===== config.mk =====
export PLATFORM = sky130hd
export DESIGN_NAME = multicycle_control_fsm
export DESIGN_NICKNAME = d
export VERILOG_FILES = /design/src/rtl/ctrl_pkg.sv /design/src/rtl/branch_resolve.sv /design/src/rtl/multicycle_control_fsm.sv
export SDC_FILE = /design/constraint.sdc
export NUM_CORES = 1
export LEC_CHECK = 0
export ABC_AREA = 1
export BUFFER_PORTS_ARGS = -buffer_cell sky130_fd_sc_hd__buf_2
export CORE_MARGIN = 10
export CORE_UTILIZATION = 35
export DETAILED_ROUTE_END_ITERATION = 10
export PLACE_DENSITY = 0.62
export SYNTH_ARGS = -nofsm -noshare
export SYNTH_HDL_FRONTEND = slang
export SYNTH_SLANG_ARGS = --single-unit

===== constraint.sdc =====
create_clock -name clk -period 1.25 [get_ports clk]
set_input_delay 0.125 -clock clk [delete_from_list [all_inputs] [get_ports clk]]
set_output_delay 0.125 -clock clk [all_outputs]
set_load 0.01 [all_outputs]

===== src/rtl/ctrl_pkg.sv =====
// Shared opcode, state and field definitions for the 18-bit processor control unit.
package ctrl_pkg;

    typedef logic [3:0] opcode_t;

    localparam int OPC_W = 4;

    // 0100/0101 are the immediate forms of ADD/AND (ALU operand B = imm).
    localparam opcode_t OP_ADD     = 4'b0000;
    localparam opcode_t OP_AND     = 4'b0001;
    localparam opcode_t OP_NAND    = 4'b0010;
    localparam opcode_t OP_NOR     = 4'b0011;
    localparam opcode_t OP_ADDI    = 4'b0100;
    localparam opcode_t OP_ANDI    = 4'b0101;
    localparam opcode_t OP_LD      = 4'b0110;
    localparam opcode_t OP_ST      = 4'b0111;
    localparam opcode_t OP_JMP     = 4'b1000;
    localparam opcode_t OP_CMP     = 4'b1001;
    localparam opcode_t OP_JE      = 4'b1010;
    localparam opcode_t OP_JA      = 4'b1011;
    localparam opcode_t OP_JB      = 4'b1100;
    localparam opcode_t OP_JAE     = 4'b1101;
    localparam opcode_t OP_JBE     = 4'b1110;
    localparam opcode_t OP_ILLEGAL = 4'b1111;

    localparam logic [2:0] FETCH   = 3'd0;
    localparam logic [2:0] DECODE  = 3'd1;
    localparam logic [2:0] EXECUTE = 3'd2;
    localparam logic [2:0] MEM     = 3'd3;
    localparam logic [2:0] WB      = 3'd4;
    localparam logic [2:0] TRAP    = 3'd5;

    localparam logic [1:0] ALU_ADD  = 2'b00;
    localparam logic [1:0] ALU_AND  = 2'b01;
    localparam logic [1:0] ALU_NAND = 2'b10;
    localparam logic [1:0] ALU_NOR  = 2'b11;

    localparam int DST_LSB      = 10;
    localparam int SRC1_LSB     = 6;
    localparam int SRC2_LSB     = 0;
    localparam int IMM_LSB      = 0;
    localparam int MEM_ADDR_LSB = 0;
    localparam int JUMP_LSB     = 0;

    function automatic logic [1:0] alu_code(input opcode_t op);
        case (op)
            OP_AND, OP_ANDI: alu_code = ALU_AND;
            OP_NAND:         alu_code = ALU_NAND;
            OP_NOR:          alu_code = ALU_NOR;
            default:         alu_code = ALU_ADD;
        endcase
    endfunction

    function automatic logic is_alu_op(input opcode_t op);
        is_alu_op = (op <= OP_ANDI);
    endfunction

endpackage


===== src/rtl/branch_resolve.sv =====
// Decides whether the current jump is taken, from the opcode and the latched CMP flags.
module branch_resolve
    import ctrl_pkg::*;
(
    input  opcode_t    opcode,
    input  logic [2:0] flags,
    output logic       taken
);

    logic below;
    logic equal;
    logic above;

    assign {below, equal, above} = flags;

    always_comb begin
        case (opcode)
            OP_JMP:  taken = 1'b1;
            OP_JE:   taken = equal;
            OP_JA:   taken = above;
            OP_JB:   taken = below;
            OP_JAE:  taken = above | equal;
            OP_JBE:  taken = below | equal;
            default: taken = 1'b0;
        endcase
    end

endmodule


===== src/rtl/multicycle_control_fsm.sv =====
// Multicycle FETCH/DECODE/EXECUTE/MEM/WB sequencer with latched CMP flags and illegal-opcode trap.
module multicycle_control_fsm
    import ctrl_pkg::*;
#(
    parameter int INSTR_W    = 18,
    parameter int REG_ADDR_W = 4,
    parameter int IMM_W      = 6,
    parameter int MEM_ADDR_W = 10,
    parameter int JUMP_W     = 14,
    parameter int CNT_W      = 16
) (
    input  logic                  clk,
    input  logic                  rst,
    input  logic [INSTR_W-1:0]    instr_data,
    input  logic                  instr_valid,
    input  logic                  mem_ready,
    input  logic                  below,
    input  logic                  equal,
    input  logic                  above,
    output logic                  fetch_req,
    output logic                  pc_write,
    output logic                  pc_sel_jump,
    output logic [JUMP_W-1:0]     jump_addr,
    output logic                  is_imm,
    output logic [IMM_W-1:0]      imm,
    output logic [1:0]            alu_ctrl,
    output logic [REG_ADDR_W-1:0] src1,
    output logic [REG_ADDR_W-1:0] src2,
    output logic [REG_ADDR_W-1:0] dst,
    output logic                  reg_write_en,
    output logic                  mem_to_reg,
    output logic [MEM_ADDR_W-1:0] mem_addr,
    output logic                  mem_read_en,
    output logic                  mem_write_en,
    output logic [2:0]            flags_q,
    output logic                  illegal,
    output logic [CNT_W-1:0]      retired
);

    logic [2:0]         state;
    logic [2:0]         state_nxt;
    logic [INSTR_W-1:0] ir;
    opcode_t            op;
    logic               taken;

    assign op = ir[INSTR_W-1 -: OPC_W];

    branch_resolve u_branch_resolve (
        .opcode (op),
        .flags  (flags_q),
        .taken  (taken)
    );

    always_comb begin
        state_nxt = state;
        case (state)
            FETCH:   if (instr_valid) state_nxt = DECODE;
            DECODE: begin
                if (op == OP_ILLEGAL)                 state_nxt = TRAP;
                else if (op == OP_LD || op == OP_ST)  state_nxt = MEM;
                else                                  state_nxt = EXECUTE;
            end
            EXECUTE: state_nxt = is_alu_op(op) ? WB : FETCH;
            MEM:     if (mem_ready) state_nxt = (op == OP_LD) ? WB : FETCH;
            WB:      state_nxt = FETCH;
            TRAP:    state_nxt = TRAP;
            default: state_nxt = FETCH;
        endcase
    end

    // Strobes are masked during reset so an aborted instruction never writes or retires.
    always_comb begin
        fetch_req    = 1'b0;
        pc_write     = 1'b0;
        pc_sel_jump  = 1'b0;
        reg_write_en = 1'b0;
        mem_to_reg   = 1'b0;
        mem_read_en  = 1'b0;
        mem_write_en = 1'b0;
        if (!rst) begin
            case (state)
                FETCH: fetch_req = 1'b1;
                EXECUTE: begin
                    if (!is_alu_op(op)) begin
                        pc_write    = 1'b1;
                        pc_sel_jump = taken;
                    end
                end
                MEM: begin
                    if (op == OP_LD) begin
                        mem_read_en = 1'b1;
                    end else begin
                        mem_write_en = 1'b1;
                        pc_write     = mem_ready;
                    end
                end
                WB: begin
                    reg_write_en = 1'b1;
                    mem_to_reg   = (op == OP_LD);
                    pc_write     = 1'b1;
                end
                default: ;
            endcase
        end
    end

    always_ff @(posedge clk) begin
        if (rst) begin
            state     <= FETCH;
            ir        <= '0;
            jump_addr <= '0;
            is_imm    <= 1'b0;
            imm       <= '0;
            alu_ctrl  <= ALU_ADD;
            src1      <= '0;
            src2      <= '0;
            dst       <= '0;
            mem_addr  <= '0;
            flags_q   <= '0;
            illegal   <= 1'b0;
            retired   <= '0;
        end else begin
            state <= state_nxt;
            if (state == FETCH && instr_valid) begin
                ir <= instr_data;
            end
            if (state == DECODE) begin
                jump_addr <= ir[JUMP_LSB +: JUMP_W];
                is_imm    <= (op == OP_ADDI) || (op == OP_ANDI);
                imm       <= ir[IMM_LSB +: IMM_W];
                alu_ctrl  <= alu_code(op);
                src1      <= ir[SRC1_LSB +: REG_ADDR_W];
                src2      <= ir[SRC2_LSB +: REG_ADDR_W];
                dst       <= ir[DST_LSB +: REG_ADDR_W];
                mem_addr  <= ir[MEM_ADDR_LSB +: MEM_ADDR_W];
                if (op == OP_ILLEGAL) begin
                    illegal <= 1'b1;
                end
            end
            if (state == EXECUTE && op == OP_CMP) begin
                flags_q <= {below, equal, above};
            end
            if (pc_write) begin
                retired <= retired + CNT_W'(1);
            end
        end
    end

endmodule

# Yosys cells after proc, flatten, opt, wreduce, memory -nomap -nowiden
# Cells that the tools add are included.
dict set report op_classes {
  addsub 1
  n_mul 0
  n_div 0
  magnitude_cmp 1
  eq_ne 22
  shift 0
  muxes 28
  n_bitwise 2
  reduce_logical 8
}
# operator count
set op_table {}
lappend op_table {{== test 4 bit, second input constant} 8}
lappend op_table {{two-way mux 1 bit} 19}
lappend op_table {{adder 16 x 1 -> 16 bit, second input constant} 1}
lappend op_table {{== test 4 x 3 -> 1 bit, second input constant} 4}
lappend op_table {{two-way mux 3 bit} 5}
lappend op_table {{case mux 3 bit (5 select lines)} 1}
lappend op_table {{== test 4 x 2 -> 1 bit, second input constant} 2}
lappend op_table {{== test 3 x 2 -> 1 bit, second input constant} 2}
lappend op_table {{== test 3 bit, second input constant} 2}
lappend op_table {{case mux 1 bit (6 select lines)} 1}
lappend op_table {{case mux 2 bit (3 select lines)} 1}
lappend op_table {{== test 4 x 1 -> 1 bit, second input constant} 1}
lappend op_table {{less-or-equal comparator 4 x 3 -> 1 bit, second input constant} 1}
lappend op_table {{inequality test 2 bit, second input constant} 2}
lappend op_table {{AND reduction 2 bit} 2}
lappend op_table {{== test 3 x 1 -> 1 bit, second input constant} 1}
lappend op_table {{zero test 3 bit} 1}
lappend op_table {{case mux 1 bit (3 select lines)} 1}
lappend op_table {{logical AND 1 bit} 2}
lappend op_table {{logical OR 1 bit} 2}
lappend op_table {{OR 1 bit} 2}
lappend op_table {{OR reduction 2 bit} 1}
dict set report totals {
  ff_bits 86
  latch_bits 0
  ramBits 0
  mem_bits_ro 0
  inputBits 25
  out_inout_bits 72
  wordCells 75
  mem_count 0
}

# Longest topological paths before layout
# Gate-level depths: netlist (run 1).
dict set report depth {
  depth_word 5
  ltp_mapped 9
  mapped_depth_nobuf 9
}

# Hierarchy
# From an unflattened synthesis (run 1), not the netlist that was laid out.
dict set report hier_totals {
  hier_cells 406
  area_unflattened_um2 2807.7
}
# mod n_inst cells_each area_per_inst_um2
set by_module_without_submodules {}
lappend by_module_without_submodules {multicycle_control_fsm 1 391 2745.1}
lappend by_module_without_submodules {branch_resolve 1 15 62.6}

# Worst setup path after synthesis (run 1)
# No wires, ideal clock.
dict set report synth_path {
  path_type {reg2reg}
  startpoint {register retired[0]}
  endpoint {register retired[10]}
  setup_time_ns 0.113
  arrival_time_ns 1.328
  setup_slack_ns -0.191
  path_stages_with_launch 9
  period_less_slack_ns 1.441
  path_cell_list {dfxtp_1 > ha_1 > inv_1 > nor2_1 > nand2_1 > nor2_1 > nand2_1 > nor2_1 > nor2_1}
}
dict set report synth_between {
  elab_chain_len 1
}
# item line_no
set synth_rtl {}
lappend synth_rtl {{from (decl)} multicycle_control_fsm.sv:37} ;# output logic [CNT_W-1:0] retired
lappend synth_rtl {{from (signal assigned)} multicycle_control_fsm.sv:144} ;# retired <= retired + CNT_W'(1);
lappend synth_rtl {{adder 16 x 1 -> 16 bit} multicycle_control_fsm.sv:144}
# Every way passes these cells.
# A chain may end at the register's enable or synchronous reset.

# Worst setup path in the final report (run 1)
dict set report layout_path {
  startpoint {register ir[15]}
  endpoint {output pc_write}
}
dict set report layout_between {
  elab_chain_len 4
  elab_cells_between_ends 6
}
# item line_no
set layout_rtl {}
lappend layout_rtl {{from (decl)} multicycle_control_fsm.sv:42} ;# logic [INSTR_W-1:0] ir;
lappend layout_rtl {{from (signal assigned)} multicycle_control_fsm.sv:125} ;# ir <= instr_data;
lappend layout_rtl {{less-or-equal comparator 4 x 3 -> 1 bit or == test 4 x 3 -> 1 bit (tied branches)} {ctrl_pkg.sv:55, multicycle_control_fsm.sv:90}}
lappend layout_rtl {{two-way mux 1 bit (on tied branches)} {multicycle_control_fsm.sv:84, multicycle_control_fsm.sv:90}}
lappend layout_rtl {{case mux 1 bit (3 select lines) *} multicycle_control_fsm.sv:81} ;# case (state)
lappend layout_rtl {{two-way mux 1 bit *} multicycle_control_fsm.sv:80} ;# if (!rst) begin
lappend layout_rtl {{to (decl)} multicycle_control_fsm.sv:21} ;# output logic pc_write,
# Mark *: on every way between the ends. The rest lies on a longest branch, timed or not.

==> results of run 1 <==
-- layout make-up --
class                      instances  area, sq um  area share
inverter                          41        171.4     0.03644
clock inverter                     6        41.29    0.008777
multi-input combinational        259         1782      0.3787
sequential                        58         1185      0.2519
clock buffer                      10        137.6     0.02926
tap                              102        127.6     0.02713
timing repair buffer             172         1260      0.2678
-- synthesized netlist by cell type --
cell type                  number
sky130_fd_sc_hd__nand2_1       79
sky130_fd_sc_hd__dfxtp_1       58
sky130_fd_sc_hd__a21oi_1       53
sky130_fd_sc_hd__nor2_1        38
sky130_fd_sc_hd__inv_1         31
sky130_fd_sc_hd__buf_4         29
sky130_fd_sc_hd__o21ai_0       27
sky130_fd_sc_hd__nand3_1       20
sky130_fd_sc_hd__o21ai_1       13
sky130_fd_sc_hd__clkbuf_1      12
sky130_fd_sc_hd__inv_2          8
sky130_fd_sc_hd__nand4_1        6
sky130_fd_sc_hd__nor2_2         4
sky130_fd_sc_hd__nand3b_1       3
sky130_fd_sc_hd__nor3_1         3
sky130_fd_sc_hd__buf_2          2
sky130_fd_sc_hd__clkinv_1       2
sky130_fd_sc_hd__o211ai_1       2
sky130_fd_sc_hd__a21oi_2        1
sky130_fd_sc_hd__a31o_1         1
sky130_fd_sc_hd__and2_1         1
sky130_fd_sc_hd__buf_6          1
sky130_fd_sc_hd__ha_1           1
sky130_fd_sc_hd__nand2_2        1
sky130_fd_sc_hd__nand2_4        1
sky130_fd_sc_hd__nand3_2        1
sky130_fd_sc_hd__nor3_2         1
sky130_fd_sc_hd__nor4_1         1
sky130_fd_sc_hd__o21a_1         1
-- cell families after synthesis --
kind of cell               count (synthesis)
buffers and inverters                     85
and+or+nand+nor                          159
AOI/OAI and AO/OA                         98
adders and majority gates                  1
DFF                                       58
-- what timing repair did --
item	CTS	global route
gates cloned	3	5
pin swaps	29	39
endpoints found under the setup margin	40	62
resized for setup	63	132
setup buffers	11	10
-- registers in the layout (all words and copies together), names as in the netlist --
register,flops
jump_addr,14
flags_q,3
alu_ctrl,2
ir,18
illegal,1
retired,16
is_imm,1
state,3
-- how the worst max path moves through the flow --
stage	endpoint	slack, ps	depth (start not counted)
after floorplan	retired[10]$_SDFFE_PP0P_	-30	8
after global placement	pc_write	-130	4
after detailed placement	retired[1]$_SDFFE_PP0P_	-160	8
after CTS	pc_sel_jump	-440	8
after global routing	pc_sel_jump	-460	9
final	pc_write	-360	7
-- power groups by stage --
stage	Combinational, uW	Clock [uW]	Sequential, uW
global route	2130	1670	2230
detailed placement	1190	0	2200
floorplan	767	0	2240
CTS	1550	1590	2180
finish	2000	1560	2200
global placement	1170	0	2190
-- worst min-delay path: cells and delay by family --
kind / cells / cell delay [ps]
AOI/OAI and AO/OA: 2 / 140
buffers and inverters: 1 / 90
-- per-layer routing --
layer	routed length (um)	GRT usage
met1	4268	0.1757
met2	5041	0.2372
met3	539	0.04154
met4	219	0.05762
met5	0	0
-- through the flow --
| step | setup TNS (ps) | hold slack, ps | utilization | instance area, sq um | std cells |
|---|---|---|---|---|---|
| floorplan | -78.91 | 289.3 | - | 2833 | 401 |
| global placement | -2944 | 382.9 | 0.4597 | 3571 | 606 |
| detailed placement | -3326 | 386.4 | 0.4597 | 3571 | 606 |
| CTS | -6293 | 27.54 | 0.5311 | 4125 | 636 |
| global route | -9720 | 43.31 | 0.6057 | 4705 | 648 |
| finish | -7008 | 36.08 | 0.6057 | 4705 | 648 |
==> results.json, run 1 <==
{
  "cp.arrival_ps": 1490,
  "minimum_setup_slack_in_the_final_design_ps": -362.6,
  "worst-setup-path-type": "reg -> out",
  "synth_top_cell_by_area": "sky130_fd_sc_hd__dfxtp_1",
  "synth_mux_area_frac": 0,
  "num_io_pins": 97,
  "critical_path.cell_chain": "buf_4 > buf_6 > a21oi_4 > nor2_4 > nor2_4 > a21oi_4 > buf_6",
  "share_of_the_synthesized_area_in_the_top_cell_type": 0.4137,
  "slew_viol_final": 0,
  "global_route.usage.total": 0.1450,
  "min_path_type": "in -> reg",
  "layout-drive-gt1-share": 0.5897,
  "hold-path-endpoint": "ir[9]$_SDFFE_PP0P_",
  "clk_path_buf_depth": 2,
  "post_synth_main_area_contributors": "sky130_fd_sc_hd__dfxtp_1 (41%), sky130_fd_sc_hd__nand2_1 (11%), sky130_fd_sc_hd__a21oi_1 (9.5%), sky130_fd_sc_hd__buf_4 (7.8%), sky130_fd_sc_hd__nor2_1 (5.1%)",
  "worst_slew_pin_slew_ps": 390.0,
  "synth_top_family_by_area": "simple AND/OR/NAND/NOR gates",
  "dp.final_hpwl_um": 6350,
  "synthesized_area_fraction_occupied_by_ao_oa_aoi_and_oai_cells": 0.1801,
  "skew_ps": 10.78,
  "outcome": "complete, but fails checks",
  "drt-vias-per-instance": 4.835,
  "cts_sinks": 58,
  "period_needed_ps": 1613,
  "worst_skew_pair.late_latency_ps": 340,
  "gpl.final_weighted_congestion": 0.8624,
  "grt_start_max_net_pins": 37,
  "synth_fa_ha_area_frac": 0.004458,
  "timing.critical_path.required_ps": 1120,
  "cts_tree": "yes",
  "whs_path_depth": 3,
  "ys_seq_area_frac": 0.4137,
  "total_power_uw": 5760,
  "chip_height_um": 109.5,
  "p_sw_frac": 0.3509,
  "cpLargestDelayFamily": "buffers and inverters",
  "power_frac_comb": 0.347,
  "worst-path-max-fanout": 3,
  "antenna_left": 0,
  "synthXorXnorAreaFrac": 0,
  "totalWireLength_um": 10070,
  "power.net_switching_uw": 2021,
  "worstReg2RegEnd": "retired[4]$_SDFFE_PP0P_",
  "diodes": 0,
  "timing.fmax_mhz": 620.1,
  "post_cts_hold_fix_bufs": 0,
  "n_fill_cell": 682,
  "cts_inserted_buffers": 9,
  "fp-row-count": 32,
  "timing.reg2reg.setup_slack_ps": -340,
  "area.growth.synth_to_final_pct": 67.63,
  "grt_pass1_vias": 3022,
  "failed_checks": "setup timing",
  "min-delay-start": "instr_data[9]",
  "synth_warnings": 0,
  "hold_violations": 0,
  "first_iter_violations": 126,
  "synth_cell_type_count": 29,
  "start_util": 0.3613,
  "layout.cells.most_common": "sky130_fd_sc_hd__buf_2",
  "clock_power_share": 0.271,
  "mostFrequentLayoutCells": "sky130_fd_sc_hd__buf_2 (95), sky130_fd_sc_hd__nand2_1 (64), sky130_fd_sc_hd__dfxtp_1 (49), sky130_fd_sc_hd__buf_4 (46), sky130_fd_sc_hd__a21oi_2 (43)",
  "vias": 3133,
  "peakVddDrop_mv": 0.9417,
  "crit_path_end_kind": "output pin",
  "drtPass1Iterations": 4,
  "maxCapViolCount": 0,
  "r2r-start": "ir[15]$_SDFFE_PP0P_",
  "postSynthNetCount": 427,
  "slowest_delay_ps": 340,
  "mappedNetlistArea_sq_um": 2806,
  "routedWlPerCell_um": 15.54,
  "nets_finish": 567,
  "yosys_register_bits": 58,
  "grt_first_pass_wirelength_um": 14090,
  "r2r_cells": 10,
  "antenna_found_initial": 0,
  "power_density_nw_per_um2": 1224,
  "die_area_sq_um": 12000,
  "dp_slack_ps": -162.9,
  "timing.max_slew.rel_slack": 0.7396,
  "internal_power_uw": 3739,
  "yosys.area_share.simple": 0.2457,
  "post-route-period-util": 1.290,
  "coreArea_sq_um": 7767,
  "power.sequential.fraction": 0.383,
  "setup.worst_path.start": "ir[15]$_SDFFE_PP0P_",
  "die_w_um": 109.5,
  "startpoint_type": "flop",
  "syn_avg_cell_area_sq_um": 6.999,
  "drc_errors": 0,
  "cts_root_buf": "sky130_fd_sc_hd__clkbuf_8",
  "synthesis.instances": 401,
  "worst_path_clk_slew_ps": 70,
  "grt-ovfl-total": 0,
  "htree_levels": 3,
  "finalSetupViolations": 41,
  "leakage_power_summed_over_all_cells_uw": 0.002006,
  "port_buffers": 96,
  "setup_repair_after_global_routing_missed_its_margin": "yes",
  "sum_of_buffers_and_inverters_on_the_critical_path": 3,
  "timing.critical_path.slowest_stage_cell": "sky130_fd_sc_hd__dfxtp_2"
}
(Power assumes the default switching activity.)
==> inputs of run 2 (changes only) <==
==> constraint.sdc (replaced) <==
create_clock -name clk -period 1.25 [get_ports clk]
set_input_delay 0.125 -clock clk [delete_from_list [all_inputs] [get_ports clk]]
set_output_delay 0.125 -clock clk [all_outputs]
set_load 0.1 [all_outputs]
==> run 2 against run 1 <==
The run still ends with setup timing left. Worst setup slack worse by 79 ps. Die area stayed put. First-iteration DRC count is 29% lower. Global-route usage is 0.050 points higher. Critical endpoint is now pc_sel_jump. Largest cell class unchanged.
==> results.json, run 2 (synthesized netlist as in run 1, its figures left out) <==
{
  "outcome": "complete, but fails checks",
  "failed_checks": "setup timing",
  "r2r-start": "ir[15]$_SDFFE_PP0P_",
  "mostFrequentLayoutCells": "sky130_fd_sc_hd__buf_4 (83), sky130_fd_sc_hd__nand2_1 (66), sky130_fd_sc_hd__nor2_1 (30), sky130_fd_sc_hd__a21oi_2 (29), sky130_fd_sc_hd__inv_1 (27)",
  "dp_slack_ps": -172.1,
  "area.growth.synth_to_final_pct": 76.82,
  "cts_root_buf": "sky130_fd_sc_hd__clkbuf_8",
  "global_route.usage.total": 0.1455,
  "power_frac_comb": 0.476,
  "critical_path.cell_chain": "inv_2 > nor2_1 > o21ai_0 > a31o_1 > nand2_1 > nand2_2 > nor2_4 > buf_12",
  "grt-ovfl-total": 0,
  "slowest_delay_ps": 380,
  "layout.cells.most_common": "sky130_fd_sc_hd__buf_4",
  "layout_top_registers": "ir (18), retired (16), jump_addr (14)",
  "dp.final_hpwl_um": 5986,
  "crit_path_end_kind": "output pin",
  "power.sequential.fraction": 0.272,
  "port_buffers": 96,
  "layout-drive-gt1-share": 0.5714,
  "placed_cells_incl_taps": 590,
  "timing.fmax_mhz": 591.1,
  "r2r_cells": 9,
  "drc_errors": 0,
  "timing.max_slew.rel_slack": 0.7964,
  "min_path_type": "in -> reg",
  "coreArea_sq_um": 7767,
  "minimum_setup_slack_in_the_final_design_ps": -441.8,
  "routedWlPerCell_um": 15.35,
  "antenna_left": 0,
  "leakage_power_summed_over_all_cells_uw": 0.002066,
  "startpoint_type": "flop",
  "antenna_found_initial": 0,
  "htree_levels": 3,
  "worstReg2RegEnd": "retired[3]$_SDFFE_PP0P_",
  "whs_path_depth": 3,
  "cpLargestDelayFamily": "flip-flops",
  "period_needed_ps": 1692,
  "largest_register_ffs": 18,
  "power_density_nw_per_um2": 1634,
  "utilization_after_layout": 0.6389,
  "hold_violations": 0,
  "timing.critical_path.required_ps": 1120,
  "peakVddDrop_mv": 1.283,
  "drtPass1Iterations": 4,
  "drt-vias-per-instance": 4.893,
  "vias": 3102,
  "worst_path_clk_slew_ps": 70,
  "cts_inserted_buffers": 9,
  "p_sw_frac": 0.4675,
  "worst-path-max-fanout": 3,
  "cts_sinks": 58,
  "finalSetupViolations": 58,
  "n_fill_cell": 643,
  "skew_ps": 12.57,
  "layoutNonFillerInstCount": 634,
  "gpl.final_weighted_congestion": 0.8099,
  "worst_skew_pair.late_latency_ps": 350,
  "internal_power_uw": 4318,
  "setup_repair_after_global_routing_missed_its_margin": "yes",
  "cp.arrival_ps": 1570,
  "first_iter_violations": 89,
  "slew_viol_final": 0,
  "chip_height_um": 109.5,
  "grt_start_max_net_pins": 38,
  "timing.critical_path.slowest_stage_cell": "sky130_fd_sc_hd__dfxtp_4",
  "start_util": 0.3613,
  "setup_total_negative_slack_ps": -8838,
  "total_power_uw": 8108,
  "power.net_switching_uw": 3790,
  "maxCapViolCount": 0,
  "clock_power_share": 0.252,
  "worst-setup-path-type": "reg -> out",
  "timing.reg2reg.setup_slack_ps": -280,
  "nets_finish": 553,
  "totalWireLength_um": 9729,
  "hold-path-endpoint": "flags_q[1]$_SDFFE_PP0P_",
  "worst_slew_pin_slew_ps": 307.2,
  "largest_register": "ir",
  "die_area_sq_um": 12000,
  "cts_tree": "yes",
  "clk_path_buf_depth": 2,
  "diodes": 0,
  "die_w_um": 109.5,
  "grt_first_pass_wirelength_um": 14000,
  "num_io_pins": 97,
  "fp-row-count": 32,
  "sum_of_buffers_and_inverters_on_the_critical_path": 2,
  "min-delay-start": "equal",
  "post-route-period-util": 1.353,
  "grt_pass1_vias": 2919
}
## run 2: power groups by stage
| stage | clock (uW) | combinational [uW] | sequential, uW |
|---|---|---|---|
| floorplan | 0 | 1970 | 2830 |
| global placement | 0 | 2990 | 2200 |
| detailed placement | 0 | 3010 | 2210 |
| CTS | 2050 | 3480 | 2180 |
| global route | 2170 | 4000 | 2230 |
| finish | 2040 | 3860 | 2200 |
## run 2: worst max path at each step
stage | cells after the start | start | to
2_1_floorplan | 5 | ir[15]$_SDFFE_PP0P_ | mem_write_en
3_3_place_gp | 6 | state[2]$_SDFFE_PP0P_ | pc_write
3_5_place_dp | 7 | ir[15]$_SDFFE_PP0P_ | retired[13]$_SDFFE_PP0P_
4_1_cts | 8 | ir[15]$_SDFFE_PP0P_ | pc_sel_jump
5_1_grt | 8 | ir[15]$_SDFFE_PP0P_ | pc_sel_jump
6_report | 8 | ir[14]$_SDFFE_PP0P_ | pc_sel_jump
## run 2: timing repair
item / CTS / global route
cloned: 4 / 5
endpoints found under the hold margin: 0 / 0
gates resized for setup: 86 / 93
pin swaps: 15 / 37
endpoints found under the setup margin: 98 / 56
hold buffers: 0 / 0
buffers inserted: 10 / 13
## run 2: stage by stage
step	hold slack (ps)	cell area, sq um
5_1_grt	18.21	4962
2_1_floorplan	288.0	3032
3_3_place_gp	374.3	3839
4_1_cts	11.05	4522
6_report	19.00	4962
3_5_place_dp	386.9	3839
## run 2: tightest hold or removal path: stages
cell,delay [ps]
sky130_fd_sc_hd__buf_2,70
sky130_fd_sc_hd__o21ai_1,60
sky130_fd_sc_hd__nor2_1,70
## run 2: per-layer routing
metal,global-route usage,vias to the layer above,share of wire
li1,-,1548,-
met1,0.1671,1447,0.41
met2,0.2402,92,0.50
met3,0.06027,15,0.067
met4,0.04833,0,0.018
met5,0,-,0
## run 2: layout make-up
type                       instances  area (sq um)  share of cell area
clock inverter                     5         65.06             0.01311
multi-input combinational        259          1640              0.3306
timing repair buffer             158          1523              0.3069
tap                              102         127.6             0.02572
inverter                          41         173.9             0.03505
clock buffer                      11         173.9             0.03505
sequential                        58          1259              0.2537
==> inputs of run 3 (changes only) <==
--- a/config.mk
+++ b/config.mk
@@ -7,10 +7,11 @@
 export LEC_CHECK = 0
 export ABC_AREA = 1
 export BUFFER_PORTS_ARGS = -buffer_cell sky130_fd_sc_hd__buf_2
-export CORE_MARGIN = 10
+export CORE_MARGIN = 2
 export CORE_UTILIZATION = 35
 export DETAILED_ROUTE_END_ITERATION = 10
 export PLACE_DENSITY = 0.62
+export SETUP_SLACK_MARGIN = 0.15
 export SYNTH_ARGS = -nofsm -noshare
 export SYNTH_HDL_FRONTEND = slang
 export SYNTH_SLANG_ARGS = --single-unit
==> run 3 against run 2 <==
The run still ends with setup timing left. Global-route usage is 7.5 points higher. Final cell count grew 2.1%. Core utilization is 11 points higher. Power grew 13%. Die area down 27%. Highest routed layer unchanged. Flip-flop and latch count unchanged.
==> results.json, run 3 (synthesized netlist as in run 1, its figures left out) <==
{
  "setup_repair_after_global_routing_missed_its_margin": "yes",
  "fp-row-count": 32,
  "chip_height_um": 93.55,
  "routed.top_layer": "met4",
  "hold_violations": 0,
  "global_route.usage.total": 0.2207,
  "hold_slack_ps": 27.93,
  "antenna_found_initial": 0,
  "slew_viol_final": 0,
  "period_needed_ps": 1818,
  "gpl.final_weighted_congestion": 0.8525,
  "peakVddDrop_mv": 1.395,
  "largest_register": "ir",
  "drt-met1-wl_um": 4353,
  "largest_register_ffs": 18,
  "port_buffers": 96,
  "power_density_nw_per_um2": 1570,
  "worst_slew_pin_slew_ps": 385.1,
  "timing.critical_path.required_ps": 1120,
  "slowest_delay_ps": 400,
  "drt-vias-per-instance": 5.253,
  "multi_input_area_sq_um": 1794,
  "area.growth.synth_to_final_pct": 108.0,
  "clock_power_share": 0.224,
  "cp.arrival_ps": 1690,
  "drtPass1Iterations": 5,
  "start_util": 0.3613,
  "routed-wl-met2_um": 6058,
  "power.sequential.fraction": 0.257,
  "cts_root_buf": "sky130_fd_sc_hd__clkbuf_8",
  "cts_inserted_buffers": 9,
  "grt_pass1_vias": 3209,
  "critical_path.cell_chain": "inv_4 > nor2_4 > nand2_2 > o211ai_1 > nand2_1 > nand2_1 > nand2_2 > nor2_4 > buf_12",
  "internal_power_uw": 5058,
  "timing.max_slew.rel_slack": 0.7421,
  "maxCapViolCount": 0,
  "nets_finish": 566,
  "skew_ps": 13.94,
  "mostFrequentLayoutCells": "sky130_fd_sc_hd__nand2_1 (68), sky130_fd_sc_hd__buf_6 (50), sky130_fd_sc_hd__buf_12 (45), sky130_fd_sc_hd__a21oi_1 (36), sky130_fd_sc_hd__buf_4 (36)",
  "finalSetupViolations": 62,
  "leakage_power_summed_over_all_cells_uw": 0.002313,
  "diodes": 0,
  "layoutNonFillerInstCount": 647,
  "min-delay-start": "equal",
  "post_cts_hold_fix_bufs": 0,
  "worstReg2RegEnd": "ir[4]$_SDFFE_PP0P_",
  "r2r-start": "state[2]$_SDFFE_PP0P_",
  "power_frac_comb": 0.520,
  "totalWireLength_um": 11500,
  "final-seq-area_sq_um": 1300,
  "cts_sinks": 58,
  "grt_start_max_net_pins": 36,
  "grt-ovfl-total": 0,
  "minimum_setup_slack_in_the_final_design_ps": -567.9,
  "htree_levels": 3,
  "placed_cells_incl_taps": 593,
  "met3_length_um": 643,
  "cts_tree": "yes",
  "startpoint_type": "flop",
  "layout.cells.most_common": "sky130_fd_sc_hd__nand2_1",
  "hold-path-endpoint": "flags_q[1]$_SDFFE_PP0P_",
  "die_area_sq_um": 8751,
  "drc_errors": 0,
  "timing.reg2reg.setup_slack_ps": -320,
  "min_path_type": "in -> reg",
  "dp.final_hpwl_um": 5461,
  "worst_path_clk_slew_ps": 70,
  "crit_path_end_kind": "output pin",
  "layout-drive-gt1-share": 0.6257,
  "p_sw_frac": 0.4480,
  "outcome": "complete, but fails checks",
  "routedWlPerCell_um": 17.77,
  "worst_skew_pair.late_latency_ps": 350,
  "n_fill_cell": 472,
  "sum_of_buffers_and_inverters_on_the_critical_path": 2,
  "die_w_um": 93.55,
  "worst-path-max-fanout": 5,
  "antenna_left": 0,
  "r2r_cells": 10,
  "coreArea_sq_um": 7767,
  "worst-setup-path-type": "reg -> out",
  "grt_first_pass_wirelength_um": 15240,
  "num_io_pins": 97,
  "timing.critical_path.slowest_stage_cell": "sky130_fd_sc_hd__dfxtp_4",
  "clk_path_buf_depth": 2,
  "whs_path_depth": 3,
  "cpLargestDelayFamily": "simple AND/OR/NAND/NOR gates",
  "timing.fmax_mhz": 550.1,
  "power.net_switching_uw": 4105,
  "first_iter_violations": 122,
  "vias": 3399,
  "layout_top_registers": "ir (18), retired (16), jump_addr (14)",
  "post-route-period-util": 1.454,
  "failed_checks": "setup timing"
}
-- run 3: cell types whose count changed in the layout (fill, tap and decap cells not counted), sizes merged --
| cell | change |
|---|---|
| bufinv | +1 |
| buf | +24 |
| nand2 | -1 |
| clkbuf | -9 |
| inv | -1 |
| clkinv | -1 |
-- run 3: metrics by stage --
step	area, sq um	total power, uW	setup TNS [ps]	setup slack, ps	utilization
2_1_floorplan	3138	4892	-4658	-547.9	-
3_3_place_gp	3914	5276	-3304	-167.1	0.5039
3_5_place_dp	3914	5297	-3952	-234.4	0.5039
4_1_cts	5254	8410	-6417	-446.8	0.6764
5_1_grt	5837	9383	-17400	-625.2	0.7515
6_report	5837	9163	-13780	-567.9	0.7515
-- run 3: power by group through the flow --
stage	clock, uW	combinational, uW	sequential [uW]
4_1_cts	2020	4110	2270
3_5_place_dp	0	3070	2230
2_1_floorplan	0	2030	2860
5_1_grt	2130	4890	2370
6_report	2050	4760	2350
3_3_place_gp	0	3060	2220
-- run 3: tightest hold or removal path, cell delays in order --
cell and delay, ps:
sky130_fd_sc_hd__buf_2 80, sky130_fd_sc_hd__o21ai_2 50, sky130_fd_sc_hd__nor2_1 70
-- run 3: worst max-delay path by stage --
stage,start,end,slack (ps),cells after the start
final,ir[15]$_SDFFE_PP0P_,pc_sel_jump,-570,9
after global routing,ir[15]$_SDFFE_PP0P_,pc_sel_jump,-630,8
after detailed placement,ir[17]$_SDFFE_PP0P_,retired[15]$_SDFFE_PP0P_,-230,8
after floorplan,ir[15]$_SDFFE_PP0P_,mem_write_en,-550,5
after CTS,ir[15]$_SDFFE_PP0P_,pc_write,-450,7
after global placement,ir[17]$_SDFFE_PP0P_,retired[1]$_SDFFE_PP0P_,-170,8
-- run 3: metal layers --
layer,vias up,track usage
li1,1570,-
met1,1647,0.2623
met2,143,0.3903
met3,39,0.04029
met4,0,0.09058
met5,-,0
-- run 3: final cells by class --
cell class,count,share of cell area
Timing Repair Buffer,172,0.3764
Multi-Input combinational cell,258,0.3074
Sequential cell,58,0.2227
Inverter,41,0.03237
Clock buffer,12,0.02658
Tap cell,102,0.02186
Clock inverter,4,0.01265
-- run 3: what timing repair did --
action                     4_1_cts  5_1_grt
resized for setup              238      117
setup endpoints to repair      128      110
buffers inserted                21       10
gates cloned                     7        0
pin swaps                       18       15
